--- src/rtl/adder_operand_sequencer_pkg.sv ---
// +----------------------------------------------------------------------+
// | adder_operand_sequencer_pkg                                          |
// | Shared widths and state encoding for the adder operand sequencer.    |
// | Rev 1.0                                                              |
// +----------------------------------------------------------------------+
`default_nettype none

package adder_operand_sequencer_pkg;

  // Shared with the adder instance and its benches.
  localparam int DEFAULT_WIDTH = 64;
  localparam int LAT_W         = 4;

  typedef enum logic [1:0] {
    GET_A = 2'd0,
    GET_B = 2'd1,
    WAIT  = 2'd2,
    OUT   = 2'd3
  } seq_state_e;

endpackage : adder_operand_sequencer_pkg

`default_nettype wire

--- src/rtl/adder_operand_sequencer_if.sv ---
// +----------------------------------------------------------------------+
// | adder_operand_sequencer_if                                           |
// | Operand stream, adder bus and result stream of the sequencer.        |
// | Rev 1.0                                                              |
// +----------------------------------------------------------------------+
`default_nettype none

interface adder_operand_sequencer_if
  import adder_operand_sequencer_pkg::*;
#(
  parameter int WIDTH = DEFAULT_WIDTH,
  parameter int CNT_W = 16
) ();

  logic [WIDTH-1:0] op_data_i;
  logic             op_valid_i;
  logic             op_ready_o;
  logic [WIDTH-1:0] num1_o;
  logic [WIDTH-1:0] num2_o;
  logic [WIDTH-1:0] sum_i;
  logic [WIDTH-1:0] res_data_o;
  logic             res_carry_o;
  logic             res_ovf_o;
  logic             res_valid_o;
  logic             res_ready_i;
  logic [CNT_W-1:0] pair_count_o;

  // Sequencer side.
  modport slave (
    input  op_data_i, op_valid_i, sum_i, res_ready_i,
    output op_ready_o, num1_o, num2_o, res_data_o, res_carry_o,
           res_ovf_o, res_valid_o, pair_count_o
  );

  // Producer / adder / consumer side.
  modport master (
    output op_data_i, op_valid_i, sum_i, res_ready_i,
    input  op_ready_o, num1_o, num2_o, res_data_o, res_carry_o,
           res_ovf_o, res_valid_o, pair_count_o
  );

endinterface : adder_operand_sequencer_if

`default_nettype wire

--- src/rtl/adder_flags.sv ---
// +----------------------------------------------------------------------+
// | adder_flags                                                          |
// | Carry-out and signed overflow of A+B recovered from the MSBs only.   |
// | Rev 1.0                                                              |
// +----------------------------------------------------------------------+
`default_nettype none

module adder_flags (
  input  logic a_msb_i,
  input  logic b_msb_i,
  input  logic s_msb_i,
  output logic carry_o,
  output logic ovf_o
);

  // The carry into the MSB is a^b^s there, which lets carry-out be
  // reconstructed without access to the adder's internal carry chain.
  assign carry_o = (a_msb_i & b_msb_i) | ((a_msb_i ^ b_msb_i) & ~s_msb_i);
  assign ovf_o   = (a_msb_i == b_msb_i) & (s_msb_i != a_msb_i);

endmodule : adder_flags

`default_nettype wire

--- src/rtl/adder_operand_sequencer.sv ---
// +----------------------------------------------------------------------+
// | adder_operand_sequencer                                              |
// | Feeds an A/B operand pair to an external adder, samples the sum.     |
// | Rev 1.0                                                              |
// +----------------------------------------------------------------------+
`default_nettype none

module adder_operand_sequencer
  import adder_operand_sequencer_pkg::*;
#(
  parameter int WIDTH     = DEFAULT_WIDTH,
  parameter int ADDER_LAT = 0,
  parameter int CNT_W     = 16
) (
  input  logic                     clk_i,
  input  logic                     rst_i,
  adder_operand_sequencer_if.slave bus
);

  localparam logic [LAT_W-1:0] LAT_INIT = LAT_W'(ADDER_LAT);

  seq_state_e       state_q;
  logic [WIDTH-1:0] num1_q;
  logic [WIDTH-1:0] num2_q;
  logic [WIDTH-1:0] res_data_q;
  logic             res_carry_q;
  logic             res_ovf_q;
  logic             res_valid_q;
  logic [CNT_W-1:0] pair_count_q;
  logic [CNT_W-1:0] pair_count_d;
  logic [LAT_W-1:0] wait_cnt_q;
  logic [LAT_W-1:0] wait_cnt_d;

  logic op_ready;
  logic op_hs;
  logic flag_carry;
  logic flag_ovf;

  assign op_ready     = (state_q == GET_A) || (state_q == GET_B);
  assign op_hs        = bus.op_valid_i & op_ready;
  assign pair_count_d = pair_count_q + 1'b1;
  assign wait_cnt_d   = wait_cnt_q - 1'b1;

  adder_flags u_flags (
    .a_msb_i (num1_q[WIDTH-1]),
    .b_msb_i (num2_q[WIDTH-1]),
    .s_msb_i (bus.sum_i[WIDTH-1]),
    .carry_o (flag_carry),
    .ovf_o   (flag_ovf)
  );

  always_ff @(posedge clk_i or posedge rst_i) begin
    if (rst_i) begin
      state_q      <= GET_A;
      num1_q       <= '0;
      num2_q       <= '0;
      res_data_q   <= '0;
      res_carry_q  <= 1'b0;
      res_ovf_q    <= 1'b0;
      res_valid_q  <= 1'b0;
      pair_count_q <= '0;
      wait_cnt_q   <= '0;
    end else begin
      case (state_q)
        GET_A: begin
          if (op_hs) begin
            num1_q  <= bus.op_data_i;
            state_q <= GET_B;
          end
        end
        GET_B: begin
          if (op_hs) begin
            num2_q     <= bus.op_data_i;
            wait_cnt_q <= LAT_INIT;
            state_q    <= WAIT;
          end
        end
        WAIT: begin
          // Operands have been stable on the adder for ADDER_LAT+1 cycles here.
          if (wait_cnt_q == '0) begin
            res_data_q  <= bus.sum_i;
            res_carry_q <= flag_carry;
            res_ovf_q   <= flag_ovf;
            res_valid_q <= 1'b1;
            state_q     <= OUT;
          end else begin
            wait_cnt_q <= wait_cnt_d;
          end
        end
        OUT: begin
          if (bus.res_ready_i) begin
            res_valid_q  <= 1'b0;
            pair_count_q <= pair_count_d;
            state_q      <= GET_A;
          end
        end
        default: state_q <= GET_A;
      endcase
    end
  end

  assign bus.op_ready_o   = op_ready;
  assign bus.num1_o       = num1_q;
  assign bus.num2_o       = num2_q;
  assign bus.res_data_o   = res_data_q;
  assign bus.res_carry_o  = res_carry_q;
  assign bus.res_ovf_o    = res_ovf_q;
  assign bus.res_valid_o  = res_valid_q;
  assign bus.pair_count_o = pair_count_q;

endmodule : adder_operand_sequencer

`default_nettype wire

--- src/flat_wrapper.sv ---
// flat-port wrapper written by rule: the top's interface ports become plain ports
module adder_operand_sequencer_flat import adder_operand_sequencer_pkg::*;
#(
  parameter int WIDTH     = DEFAULT_WIDTH,
  parameter int ADDER_LAT = 0,
  parameter int CNT_W     = 16
)
  (clk_i, rst_i, bus_op_data_i, bus_op_valid_i, bus_sum_i, bus_res_ready_i, bus_op_ready_o, bus_num1_o, bus_num2_o, bus_res_data_o, bus_res_carry_o, bus_res_ovf_o, bus_res_valid_o, bus_pair_count_o);
  adder_operand_sequencer_if #(.WIDTH(WIDTH), .CNT_W(CNT_W)) bus_i ();
  input  logic clk_i;
  input  logic rst_i;
  input wire logic [$bits(bus_i.op_data_i)-1:0] bus_op_data_i;
  input wire logic [$bits(bus_i.op_valid_i)-1:0] bus_op_valid_i;
  input wire logic [$bits(bus_i.sum_i)-1:0] bus_sum_i;
  input wire logic [$bits(bus_i.res_ready_i)-1:0] bus_res_ready_i;
  output wire logic [$bits(bus_i.op_ready_o)-1:0] bus_op_ready_o;
  output wire logic [$bits(bus_i.num1_o)-1:0] bus_num1_o;
  output wire logic [$bits(bus_i.num2_o)-1:0] bus_num2_o;
  output wire logic [$bits(bus_i.res_data_o)-1:0] bus_res_data_o;
  output wire logic [$bits(bus_i.res_carry_o)-1:0] bus_res_carry_o;
  output wire logic [$bits(bus_i.res_ovf_o)-1:0] bus_res_ovf_o;
  output wire logic [$bits(bus_i.res_valid_o)-1:0] bus_res_valid_o;
  output wire logic [$bits(bus_i.pair_count_o)-1:0] bus_pair_count_o;
  assign bus_i.op_data_i = bus_op_data_i;
  assign bus_i.op_valid_i = bus_op_valid_i;
  assign bus_i.sum_i = bus_sum_i;
  assign bus_i.res_ready_i = bus_res_ready_i;
  assign bus_op_ready_o = bus_i.op_ready_o;
  assign bus_num1_o = bus_i.num1_o;
  assign bus_num2_o = bus_i.num2_o;
  assign bus_res_data_o = bus_i.res_data_o;
  assign bus_res_carry_o = bus_i.res_carry_o;
  assign bus_res_ovf_o = bus_i.res_ovf_o;
  assign bus_res_valid_o = bus_i.res_valid_o;
  assign bus_pair_count_o = bus_i.pair_count_o;
  adder_operand_sequencer #(.WIDTH(WIDTH), .ADDER_LAT(ADDER_LAT), .CNT_W(CNT_W)) u_core (.clk_i(clk_i), .rst_i(rst_i), .bus(bus_i));
endmodule
--- config.mk ---
export PLATFORM = sky130hd
export DESIGN_NAME = adder_operand_sequencer_flat
export DESIGN_NICKNAME = d
export VERILOG_FILES = /design/src/rtl/adder_operand_sequencer_pkg.sv /design/src/rtl/adder_operand_sequencer_if.sv /design/src/rtl/adder_flags.sv /design/src/rtl/adder_operand_sequencer.sv /design/src/flat_wrapper.sv
export SDC_FILE = /design/constraint.sdc
export NUM_CORES = 1
export LEC_CHECK = 0
export CAP_MARGIN = 0
export CORE_MARGIN = 8
export CORE_UTILIZATION = 25
export DETAILED_ROUTE_END_ITERATION = 16
export GPL_ROUTABILITY_DRIVEN = 1
export PLACE_DENSITY = 0.63
export SYNTH_ARGS = -nofsm -noshare
export SYNTH_HDL_FRONTEND = slang
export SYNTH_SLANG_ARGS = --single-unit
export TNS_END_PERCENT = 100
--- constraint.sdc ---
create_clock -name clk_i -period 7.76 [get_ports clk_i]
set_clock_uncertainty 0.1 [all_clocks]
set_input_delay 1.552 -clock clk_i [delete_from_list [all_inputs] [get_ports clk_i]]
set_output_delay 1.552 -clock clk_i [all_outputs]
set_load 0.005 [all_outputs]
# Word-level counts from Yosys, hierarchy flattened
# Index checks and enable logic that the tools add are counted.
# word_totals
register_bits	217
output_inout_bits	212
wordCells	51
# op_classes
n_addsub	2
n_eq_ne	10
n_mux	11
bitwise	7
n_reduce_logical	12
# op_table
op	n
$add A16 B1 Y16 const B	1
$mux W2	4
$mux W4	2
$pmux W2 S4	1
$pmux W4 S2	1
$reduce_and A2 Y1	4
$ne A2 B1 Y1 const B	3
$reduce_and A3 Y1	2
$and A1 B1 Y1	4
$eq A2 B2 Y1 const B	2
$logic_not A4 Y1	1
$ne A2 B2 Y1 const B	2
$reduce_and A4 Y1	1
$reduce_bool A2 Y1	2
$sub A4 B1 Y4 const B	1
$eq A2 B1 Y1 const B	1
$logic_not A2 Y1	1
$mux W1	2
$pmux W1 S2	1
$eq A1 B1 Y1	1
$logic_or A1 B1 Y1	1
$ne A1 B1 Y1	1
$not A1 Y1	1
$or A1 B1 Y1	1
$xor A1 B1 Y1	1

# Logic depth before layout (Yosys ltp)
# depth
word_depth	5
ltp_mapped	8
depth_no_buf	6

# By module
# From an unflattened synthesis, not the netlist that was laid out.
# unflattened
cells_unflattened	540
hier_area_um2	8414.3
# by_module_without_submodules
module	n_inst	cells_each	area_per_inst_um2	seq_area_each_um2
adder_operand_sequencer	1	535	8378.0	5430.2
adder_flags	1	5	36.3	0.0

# Worst setup path after synthesis
# OpenSTA, ideal clock, no wires.
# synth_path
path_type	in2reg
from	input bus_res_ready_i
to	register u_core.pair_count_q[14] (netlist: u_core.bus.pair_count_o[14])
setup_ns	0.123
arrival_time_ns	2.370
t_required_ns	7.537
slack_ns	5.167
cell_stages	4
path_buffers	0
cell_sequence	and4_1 -> nor3b_1 -> nand3_1 -> xnor2_1
# synth_between
elab_chain_len	1
# synth_lines
item	line	rtl
start: declaration	flat_wrapper.sv:15	input wire logic [$bits(bus_i.res_ready_i)-1:0] bus_res_ready_i;
$reduce_and A2 Y1 (no source line)	-	
end signal: assignment	adder_operand_sequencer.sv:93	pair_count_q <= pair_count_d;
end: declaration	adder_operand_sequencer.sv:29	logic [CNT_W-1:0] pair_count_q;
# No other way between the ends.
# A chain may end at the register's enable or synchronous reset.

# Worst setup path in the final report
# layout_path
from	register u_core.state_q[0]
to	output bus_op_ready_o
# layout_between
elab_chain_len	2
word_cells_on_any_way	3
classes_between	eq/ne (1); reduce/logical (2)
# layout_lines
item	line	rtl
start: declaration	adder_operand_sequencer.sv:22	seq_state_e state_q;
start signal: assignment	adder_operand_sequencer.sv:54	state_q <= GET_A;
start signal: assignment	adder_operand_sequencer.sv:68	state_q <= GET_B;
start signal: assignment	adder_operand_sequencer.sv:75	state_q <= WAIT;
$eq A2 B1 Y1 or $logic_not A2 Y1 (tied branches)	adder_operand_sequencer.sv:39	assign op_ready = (state_q == GET_A) || (state_q == GET_B);
$logic_or A1 B1 Y1 (*)	adder_operand_sequencer.sv:39	
end: declaration	flat_wrapper.sv:16	output wire logic [$bits(bus_i.op_ready_o)-1:0] bus_op_ready_o;
# Every way passes the cells marked *; elsewhere a longest branch is shown, timed or not.

==> results.toml <==
[worst_setup_path]
cpMaxStageDelayCell = "clkdlybuf4s50_1"
cp_max_fo = 4
crit_family = "buffers and inverters"
end_kind = "primary output"
path_class = "flip-flop to primary output"
crit_buf_inv = 3
cp_common_cell = "inv_1"
slowest_delay_ns = 0.46
cp.arrival_ns = 1.92
cp-start-kind = "flip-flop"
crit_required_ns = 6.11
critical_path.cell_chain = "inv_1, ha_1, nor2_1, inv_1, clkdlybuf4s50_1"

[timing]
worst_slew_pin_slew_ns = 1.033
slew_headroom = 0.3111
rsz0062_at_grt = "no"
tns_ns = 0
hold_viol_final = 0
report.final.slew_viol_count = 0
period_share = 0.4604
hold-worst-slack_ns = 0.3685
max_freq_mhz = 279.9
setup_viol = 0
period_minus_slack_ns = 3.573

[clock_network]
clkTransAtPathRegs_ns = 0.06
ctsHoldBuffers = 0
numCtsBuffers = 26
cts_root_buf = "clkbuf_16"
htreeDepth = 1
cts_setup_buffers = 0
cts.repair.resized = 0
cts_tree = "done"
clk_latency_ns = 0.51
clockBufferDepth = 3
clkSinkCount = 217

[grt]
antenna_found_initial = 0
grt_pass1_vias = 6013
grt_pass1_wl_um = 35840
grt_max_degree = 110
grt_usage = 0.1139
grt.overflow.total = 0

[power_and_ir_drop]
power_density_nw_per_um2 = 417.5
finalPower_mw = 5.502
power_leakage_nw = 5.471
peakVddDrop_uv = 214.8

[drt]
drt-total-wl_um = 23830
antenna_left = 0
drt_iter0_markers = 151
dr.pass1.iters = 4
avgViaCountPerCell = 4.139
drc = 0
post_drt_wl_per_cell_um = 17.75
vias = 5554

[worst_hold_path]
hold_path.class = "flip-flop to flip-flop"

[yosys]
synth.area.mux_share = 0.2640
yosys.area_share.simple = 0.02721
ys_warn_count = 0
yosysSeqAreaShare = 0.6453
syn-num-nets = 664
synth_area_leaders = "dfrtp_1 (65%), mux2_2 (24%), mux2_4 (1.8%)"
synth_top_area_share = 0.6453
synthArstFlopShare = 1.000
synth.avg_cell_area_um2 = 16.06
synth_edf_count = 0
synth_cell_types = 32
synth_compound_area_frac = 0.01189
synth_top_family_by_area = "multiplexers"
synth_top_area_cell = "dfrtp_1"
synthAdderAreaFrac = 0.01189
netlist_area_um2 = 8416
ys_ff_latch = 217
syn_inst = 524
dominantRegCellSynth = "dfrtp_1"
synth-xor-area-share = 0.01665

[floorplanning]
die_x_um = 199.5
dieHeight_um = 199.5
ios = 344
row_count = 67
die_area_um2 = 39790
core-area_um2 = 33360
start_util = 0.2522

[placement]
gp_congestion = 0.7309
hpwl_um = 17230
numPortBuffers = 343

[job]
maxCapViolCount = 0

[layout]
nNetsFinal = 1016
drive_above_1_share = 0.2617
antenna_cells = 0
syn2layout_area_growth_pct = 56.60

[status]
status = "finished, final reports clean"
-- final cells by class --
cell class / instances / area (um^2)
fill: 3207 / 20190
tap: 448 / 560.5
multi-input combinational: 276 / 2821
sequential: 217 / 5430
clock inverter: 4 / 45.04
inverter: 9 / 41.29
clock buffer: 42 / 812.0
timing repair buffer: 346 / 3468
-- path summary, 6_finish.rpt --
check / from / to / slack [ns] / cells past startpoint
min in group asynchronous: rst_i / u_core.bus.res_data_o[0] / 1.49 / 2
worst max-delay path: u_core.state_q[0] / bus_op_ready_o / 4.19 / 5
worst max register to register: u_core.wait_cnt_q[0] / u_core.bus.res_data_o[39] / 5.54 / 5
max in group asynchronous: rst_i / u_core.bus.res_data_o[6] / 4.88 / 3
worst min-delay path: u_core.bus.pair_count_o[15] / u_core.bus.pair_count_o[15] / 0.37 / 1
worst min register to register: u_core.bus.pair_count_o[15] / u_core.bus.pair_count_o[15] / 0.37 / 1
-- metrics by stage --
stage,util,setup slack (ns),area [um^2],cells
after floorplan,-,0.1720,8416,524
after global placement,0.3693,4.172,12320,1296
after detailed placement,0.3693,4.160,12320,1296
after CTS,0.3950,4.121,13180,1342
after global routing,0.3950,4.043,13180,1342
final,0.3950,4.187,13180,1342
-- cell families (layout without fill, tap and decap cells) --
family / count (synthesis) / count (layout)
compound gates: 15 / 15
xor+xnor: 16 / 16
fa+ha+maj: 8 / 8
buf+inv: 31 / 401
flops: 217 / 217
mux: 194 / 194
simple gates: 43 / 43
-- per-layer routing --
layer | GRT usage | routed length (um)
met2 | 0.1917 | 11820
met4 | 0.03134 | 425
met5 | 0 | 0
met1 | 0.1333 | 9201
met3 | 0.04530 | 2378
-- placed cells by master (no fill, tap or decap), drive strengths merged --
master and instances:
a21oi 3, a22o 2, and3 3, and4 2, buf 3, bufinv 1, clkbuf 42, clkdlybuf4s50 343
clkinv 3, dfrtp 217, ha 8, inv 9, mux2 194, nand2 12, nand2b 2, nand3 10
nand3b 1, nand4 3, nor2 5, nor3b 2, nor4bb 1, o21ai 5, o221a 1, o22ai 1
o31ai 2, o32a 1, or2b 1, or4 1, xnor2 13, xor2 3
-- report_power, final --
| part | internal [mW] | switching (mW) |
|---|---|---|
| registers | 1.68 | 0.286 |
| clock network | 0.741 | 0.450 |
| logic | 1.56 | 0.775 |
| total | 3.99 | 1.51 |
-- synth_stat cells, drive strengths merged (5+ instances only) --
cell type / number
ha: 8
dfrtp: 217
mux2: 194
inv: 9
nand3: 10
xnor2: 13
buf: 22
nor2: 5
o21ai: 5
nand2: 12
-- sequential cells by signal, indices dropped and copies added, names as in the netlist --
| register | cells |
|---|---|
| u_core.bus.num2_o | 64 |
| u_core.bus.pair_count_o | 16 |
| u_core.bus.res_carry_o | 1 |
| u_core.bus.res_valid_o | 1 |
| u_core.state_q | 2 |
| u_core.bus.res_data_o | 64 |
| u_core.bus.res_ovf_o | 1 |
| u_core.wait_cnt_q | 4 |
| u_core.bus.num1_o | 64 |
Note: power is estimated with default switching activity, not from simulation.
